`src/rtl/inst_cache_refill_ctrl.sv`:
```
// Instruction cache refill controller: tag compare against the fetch address,
// line refill from instruction memory one word at a time, and the
// invalidate-all sweep of the tag RAM after reset or on a flush request.
module inst_cache_refill_ctrl #(
    parameter int  ADDR_W         = 32,
    parameter int  INDEX_W        = 6,
    parameter int  WORDS_PER_LINE = 4,
    localparam int WOFF_W         = $clog2(WORDS_PER_LINE),
    localparam int TAG_W          = ADDR_W - INDEX_W - WOFF_W - 2
) (
    input  logic               clock,
    input  logic               reset_n,
    input  logic               cpu_req,
    input  logic [ADDR_W-1:0]  cpu_addr,
    output logic               cpu_ready,
    input  logic               flush,
    output logic               busy,
    output logic               tag_we,
    output logic [INDEX_W-1:0] tag_index,
    output logic               tag_valid_in,
    output logic [TAG_W-1:0]   tag_in,
    input  logic               tag_valid_out,
    input  logic [TAG_W-1:0]   tag_out,
    output logic               data_we,
    output logic [INDEX_W-1:0] data_index,
    output logic [WOFF_W-1:0]  data_word_sel,
    output logic [31:0]        data_wdata,
    output logic               mem_req,
    output logic [ADDR_W-1:0]  mem_addr,
    input  logic               mem_ack,
    input  logic [31:0]        mem_rdata
);

    typedef enum logic [1:0] {
        IDLE   = 2'd0,
        REFILL = 2'd1,
        UPDATE = 2'd2,
        FLUSH  = 2'd3
    } state_t;

    localparam logic [WOFF_W-1:0]  LAST_WORD = WOFF_W'(WORDS_PER_LINE - 1);
    localparam logic [INDEX_W-1:0] LAST_SET  = {INDEX_W{1'b1}};

    state_t             state, next_state;
    logic               flush_pending, next_pending;
    logic [WOFF_W-1:0]  word_cnt, next_word_cnt;
    logic [INDEX_W-1:0] flush_cnt, next_flush_cnt;
    logic [TAG_W-1:0]   lat_tag, next_lat_tag;
    logic [INDEX_W-1:0] lat_index, next_lat_index;

    logic [INDEX_W-1:0] addr_index;
    logic [TAG_W-1:0]   addr_tag;
    logic               hit;
    logic               offset_bits_unused;

    // Byte and word offsets play no part in the tag lookup.
    assign addr_index         = cpu_addr[WOFF_W+2 +: INDEX_W];
    assign addr_tag           = cpu_addr[ADDR_W-1 -: TAG_W];
    assign offset_bits_unused = ^cpu_addr[WOFF_W+1:0];
    assign hit                = tag_valid_out && (tag_out == addr_tag);

    // State register and counters; reset forces a full invalidate sweep next.
    always_ff @(posedge clock or negedge reset_n) begin
        if (!reset_n) begin
            state         <= IDLE;
            flush_pending <= 1'b1;
            word_cnt      <= '0;
            flush_cnt     <= '0;
            lat_tag       <= '0;
            lat_index     <= '0;
        end else begin
            state         <= next_state;
            flush_pending <= next_pending;
            word_cnt      <= next_word_cnt;
            flush_cnt     <= next_flush_cnt;
            lat_tag       <= next_lat_tag;
            lat_index     <= next_lat_index;
        end
    end

    // Next-state and output decode; outputs are forced quiet while reset is low
    // so an in-flight refill or sweep is dropped immediately.
    always_comb begin
        next_state     = state;
        next_pending   = flush_pending | flush;
        next_word_cnt  = word_cnt;
        next_flush_cnt = flush_cnt;
        next_lat_tag   = lat_tag;
        next_lat_index = lat_index;

        cpu_ready      = 1'b0;
        tag_we         = 1'b0;
        tag_index      = '0;
        tag_valid_in   = 1'b0;
        tag_in         = '0;
        data_we        = 1'b0;
        data_index     = '0;
        data_word_sel  = '0;
        data_wdata     = '0;
        mem_req        = 1'b0;
        mem_addr       = '0;

        case (state)
            IDLE: begin
                tag_index = addr_index;
                if (flush || flush_pending) begin
                    next_state   = FLUSH;
                    next_pending = 1'b0;
                end else if (cpu_req && hit) begin
                    cpu_ready = 1'b1;
                end else if (cpu_req) begin
                    next_lat_tag   = addr_tag;
                    next_lat_index = addr_index;
                    next_word_cnt  = '0;
                    next_state     = REFILL;
                end
            end
            REFILL: begin
                tag_index     = lat_index;
                mem_req       = 1'b1;
                mem_addr      = {lat_tag, lat_index, word_cnt, 2'b00};
                data_index    = lat_index;
                data_word_sel = word_cnt;
                if (mem_ack) begin
                    data_we       = 1'b1;
                    data_wdata    = mem_rdata;
                    next_word_cnt = word_cnt + WOFF_W'(1);
                    if (word_cnt == LAST_WORD) begin
                        next_state = UPDATE;
                    end
                end
            end
            UPDATE: begin
                tag_index    = lat_index;
                tag_we       = 1'b1;
                tag_valid_in = 1'b1;
                tag_in       = lat_tag;
                next_state   = IDLE;
            end
            FLUSH: begin
                tag_index      = flush_cnt;
                tag_we         = 1'b1;
                next_flush_cnt = flush_cnt + INDEX_W'(1);
                if (flush_cnt == LAST_SET) begin
                    next_state = IDLE;
                end
            end
            default: begin
                next_state = IDLE;
            end
        endcase

        busy = (state != IDLE) || flush_pending;

        if (!reset_n) begin
            cpu_ready     = 1'b0;
            busy          = 1'b1;
            tag_we        = 1'b0;
            tag_index     = '0;
            tag_valid_in  = 1'b0;
            tag_in        = '0;
            data_we       = 1'b0;
            data_index    = '0;
            data_word_sel = '0;
            data_wdata    = '0;
            mem_req       = 1'b0;
            mem_addr      = '0;
        end
    end

endmodule
```
`config.mk`:
```
export PLATFORM = sky130hd
export DESIGN_NAME = inst_cache_refill_ctrl
export DESIGN_NICKNAME = d
export VERILOG_FILES = /design/src/rtl/inst_cache_refill_ctrl.sv
export SDC_FILE = /design/constraint.sdc
export NUM_CORES = 1
export LEC_CHECK = 0
export ABC_AREA = 1
export ABC_CLOCK_PERIOD_IN_PS = 2750
export BUFFER_PORTS_ARGS = -buffer_cell sky130_fd_sc_hd__buf_2
export CORE_MARGIN = 3
export CORE_UTILIZATION = 43
export CTS_CLUSTER_DIAMETER = 30
export DETAILED_ROUTE_END_ITERATION = 6
export GPL_ROUTABILITY_DRIVEN = 0
export GPL_TIMING_DRIVEN = 0
export PLACE_DENSITY = 0.89
export SLEW_MARGIN = 20
export SYNTH_ARGS = -nofsm -noshare
export SYNTH_HDL_FRONTEND = slang
export SYNTH_SLANG_ARGS = --single-unit
```
`constraint.sdc`:
```
create_clock -name clock -period 2.75 [get_ports clock]
set_clock_uncertainty 0.15 [all_clocks]
set_input_delay 0.825 -clock clock [delete_from_list [all_inputs] [get_ports clock]]
set_output_delay 0.825 -clock clock [all_outputs]
set_load 0.02 [all_outputs]
```
---- Word-level counts from Yosys, hierarchy flattened ----
Index checks and enable logic that the tools add are counted.
Widths: inputs -> output; s select.
operators by class
  add/subtract/negate cells ............... 2
  equal/unequal tests ..................... 14
  multiplexer cells ....................... 41
  bitwise gates (word level) .............. 3
  reductions and logical operators ........ 12
operator list
  kind                 number
  $mux 32              5
  $mux 22              2
  $mux 2               12
  $eq 22x22->1         1
  $mux 6               3
  $pmux 6 s3           1
  $mux 1               16
  $ne 2x2->1 const B   6
  $reduce_and 5->1     2
  $pmux 2 s4           1
  $add 6x1->6 const B  1
  $eq 2x2->1 const B   3
  $eq 6x6->1 const B   1
  $ne 3x3->1 const B   2
  $pmux 2 s2           1
  $reduce_and 4->1     1
  $reduce_bool 2->1    2
  $reduce_or 2->1      2
  $add 2x1->2 const B  1
  $eq 2x1->1 const B   1
  $logic_and 1x1->1    2
  $logic_not 2->1      1
  $logic_or 1x1->1     2
  $not 1->1            2
  $or 1x1->1           1
storage, ports and cells
  bits in registers ....................... 39
  bits of input ports ..................... 92
  output and inout port bits .............. 106
  logic and storage cells ................. 78

---- Depth between registers and ports, before layout ----
  word-level depth ........................ 7
  gate-level depth with buffers ........... 11
  mapped depth without buffers ............ 10

---- Worst setup path after synthesis ----
No wires, ideal clock.
  path kind ............................... input to output
  start ................................... input reset_n
  end ..................................... output data_wdata[10]
  data arrival time ....................... 1.913 ns
  required time ........................... 1.775 ns
  slack ................................... -0.138 ns
  cell stages on the path ................. 5
  buffers on the path ..................... 1
  cell sequence ........................... nand2_1 nor2_1 inv_1 clkbuf_1 nor2_1
on the way
  word-level cells in the longest chain between the ends .. 1
ends and longest elaborated chain
  element             line  RTL
  start: declaration  12    input logic reset_n,
  $mux 32             155   if (!reset_n) begin
  end: declaration    27    output logic [31:0] data_wdata,
Every way passes these cells.

---- Worst setup path after layout ----
  start ................................... input tag_out[9]
  end ..................................... output cpu_ready
on the way
  word-level cells in the longest chain between the ends .. 7
ends and longest elaborated chain
  element             line  RTL
  start: declaration  23    input logic [TAG_W-1:0] tag_out,
  $eq 22x22->1        60    assign hit = tag_valid_out && (tag_out == addr_tag);
  $logic_and 1x1->1   60
  $logic_and 1x1->1   109   end else if (cpu_req && hit) begin
  $mux 1              109
  $mux 1              106   if (flush || flush_pending) begin
  $mux 1              103   case (state)
  $mux 1              155
  end: declaration    15    output logic cpu_ready,
Every way passes these cells.

==> qor.csv <==
stage,metric,value,unit
run,maxCapViolCount,0,
global_routing,grt_pass1_vias,3599,
global_routing,grt_pass1_wl,17.03,mm
clock_network,cts_tree,yes,
critical_path,required,1.78,ns
cells_and_area,seqCellArea,979.7,um2
timing,period_share,105.5,%
critical_path,cp.arrival,1.93,ns
global_routing,overflow,0,
drt,drc,0,
synth,ys_warn_count,0,
cells_and_area,drive_gt1_share,51.06,%
synth,avgSynthCellArea,6.308,um2
die,ioPinCount,198,
die,floorplan.initialDensity,44.60,%
drt,wl,12.71,mm
cells_and_area,fin_cells,804,
timing,setup_viol,37,
timing,min_period,2.901,ns
drt,dr.pass1.iters,6,
placement,dp_hpwl,8.131,mm
global_routing,antenna_found_initial,1,
timing,tns,-2.261,ns
pwr,p_leak,3.107,nW
timing,worst_slew_pin_slew,0.4929,ns
cells_and_area,final_util,78.90,%
timing,grt_setup_unrepaired,yes,
synth,synth_top_area_share,31.21,%
drt,drt_iter0_markers,289,
drt,final_antenna_net_count,0,
global_routing,grt_usage,25.59,%
critical_path,path_cells,buf_2 -> nand2_1 -> o21ai_1 -> nor2_1 -> nand2_1 -> nor2_4 -> nand4_1 -> nor2_1 -> buf_4,
critical_path,path_max_fanout,2,
global_routing,grt_max_degree,23,
clock_network,cts-root-buf,clkbuf_8,
worst_hold_path,hold_path.class,input pin to asynchronous set/reset pin,
critical_path,cp_slowest_stage_delay,0.19,ns
cells_and_area,area_growth,76.92,%
timing,worst_slack,-0.1506,ns
outcome,violations,negative setup slack,
clock_network,htree_levels,2,
critical_path,startpoint_type,input pin,
cells_and_area,num-fill-cells,442,
synth,synth_cells,483,
synth,synth_top_cell_by_area,dfrtp_1,
clock_network,clkLatencyLatePin,0.30,ns
placement,port_buffers,191,
synth,yosysUniqueCellTypes,30,
clock_network,cts.path.max_buffers,2,
synth,syn_area,0.003047,mm2
cells_and_area,multi_input_area,0.001876,mm2
critical_path,timing_worst_setup_path_type,input pin to primary output,
cells_and_area,num-nets-final,804,
critical_path,endpoint_kind,primary output,
pwr,power_density,722.6,mW/mm2
clock_network,clk_pin_slew,0.08,ns
drt,routed_via_density,5.034,
timing,slew_violations,0,
drt,avgRoutedWirePerCell,15.80,um
die,die_h,90.18,um
clock_network,cts_buffers,5,
die,fp.dieArea,0.008132,mm2
die,dieWidth,90.18,um
die,core,0.006832,mm2
critical_path,r2r_slack,0.69,ns
synth,ys_ff_latch,39,
timing,hold_slack,0.1883,ns
clock_network,clock_sinks,39,
timing,clock.fmax,344.8,MHz
synth,synth_area_leaders,"dfrtp_1 31%, nand2_1 15%, inv_1 13%, nor2_1 13%, o21ai_2 6.6%",
pwr,ir_drop,0.0004072,V
drt,vias,4047,
timing,slew_headroom,66.89,%
pwr,finalPower,0.003895,W
die,num_rows,30,
critical_path,cp_slowest_cell,nand4_1,
outcome,status,"finished, violations left",
timing,hold_viol,0,
placement,placedCellCount,771,
synth,synth-seq-area-share,32.07,%
## layout by cell type (no fill, tap or decap), types with 2 or more instances in the layout
| master | synthesis | layout |
|---|---|---|
| a21oi_1 | 8 | 8 |
| a221oi_1 | 5 | 2 |
| a221oi_2 | 0 | 3 |
| buf_12 | 0 | 5 |
| buf_2 | 0 | 125 |
| buf_4 | 10 | 51 |
| buf_6 | 5 | 49 |
| buf_8 | 0 | 2 |
| clkbuf_16 | 0 | 3 |
| clkbuf_4 | 0 | 2 |
| clkbuf_8 | 0 | 7 |
| conb_1 | 1 | 2 |
| dfrtp_1 | 38 | 36 |
| dfrtp_2 | 0 | 2 |
| ha_1 | 6 | 3 |
| ha_4 | 0 | 3 |
| inv_1 | 107 | 95 |
| inv_2 | 9 | 20 |
| nand2_1 | 118 | 112 |
| nand2_2 | 0 | 4 |
| nand2_4 | 1 | 2 |
| nand3_1 | 12 | 11 |
| nand4_1 | 2 | 2 |
| nor2_1 | 102 | 57 |
| nor2_2 | 2 | 11 |
| nor2_4 | 1 | 37 |
| o21ai_0 | 6 | 4 |
| o21ai_1 | 3 | 5 |
| o21ai_2 | 23 | 23 |
| xnor2_1 | 3 | 2 |
| xor2_1 | 3 | 3 |
## path summary, 6_finish.rpt
path,start,cells after the start,to
max,tag_out[9],9,cpu_ready
min,reset_n,1,lat_tag[17]
max reg2reg,state[0],10,state[1]
min reg2reg,lat_tag[14],2,lat_tag[14]
max in group asynchronous,reset_n,1,state[1]
min in group clock,lat_tag[14],2,lat_tag[14]
## stage by stage
stage / setup WS, ns / cell area [um2]
floorplan: -0.01425 / 3053
global placement: -1.227 / 4129
detailed placement: -1.265 / 4129
CTS: -0.08625 / 4587
global route: -0.1865 / 5390
finish: -0.1506 / 5390
## what timing repair did
item	CTS	global route
setup endpoints to repair	104	46
hold buffers	0	0
hold endpoints to repair	0	0
cloned	1	3
gates resized for setup	75	190
pin swaps	24	11
setup buffers	10	11
## cell usage after synthesis
cell type	count
conb_1	1
buf_6	5
o21ai_1	3
nand3_1	12
nand2_1	118
o22ai_1	1
nand4_1	2
nor4_4	1
ha_1	6
inv_2	9
nor2_1	102
xor2_1	3
inv_1	107
dfstp_2	1
and3_1	1
a221oi_1	5
a21oi_1	8
o21ai_2	23
nand3_4	1
buf_4	10
a21boi_0	1
xnor2_1	3
a31oi_1	1
o21ai_0	6
dfrtp_1	38
nor3_1	1
nor2_4	1
clkbuf_1	10
nor2_2	2
nand2_4	1
## per-layer routing
layer / wire, um / GRT usage [%] / vias to the layer above
li1: - / - / 1858
met1: 4607 / 28.29 / 1902
met2: 6736 / 47.67 / 241
met3: 874 / 5.188 / 46
met4: 488 / 9.949 / 0
met5: 0 / 0 / -
## sequential cells by signal (all words and copies together), names as in the netlist
name / count
lat_index: 6
flush_pending: 1
flush_cnt: 6
state: 2
lat_tag: 22
word_cnt: 2
## layout make-up
type	count	share of cell area (%)
repair buffers	216	29.50
clock inverters	2	0.6500
plain buffers	24	4.898
diodes	1	0.04643
clock buffers	6	1.532
well taps	96	2.228
multi-input cells	304	34.80
inverters	116	8.171
flip-flops and latches	39	18.18
## power breakdown
group	internal [W]	total, W	switching [W]
logic	0.000947	0.00234	0.00139
clock network	0.000294	0.000511	0.000217
registers	0.000838	0.00104	0.000205
## logic make-up (layout without fill, tap and decap cells)
group,Yosys count,after routing,synth area share [%]
fa+ha+maj,6,6,2.464
simple gates,242,242,32.28
xor+xnor,6,6,1.725
compound gates,48,48,11.50
other cells,1,3,0.1231
flops,39,39,32.07
buf+inv,141,364,19.84
## worst max-delay path: cells and delay by family
kind / cells / cell delay (ns)
AND/OR/NAND/NOR: 6 / 0.74
AO/OA/AOI/OAI: 1 / 0.09
buffers and inverters: 2 / 0.26
Power figures use the tool's default switching activity.
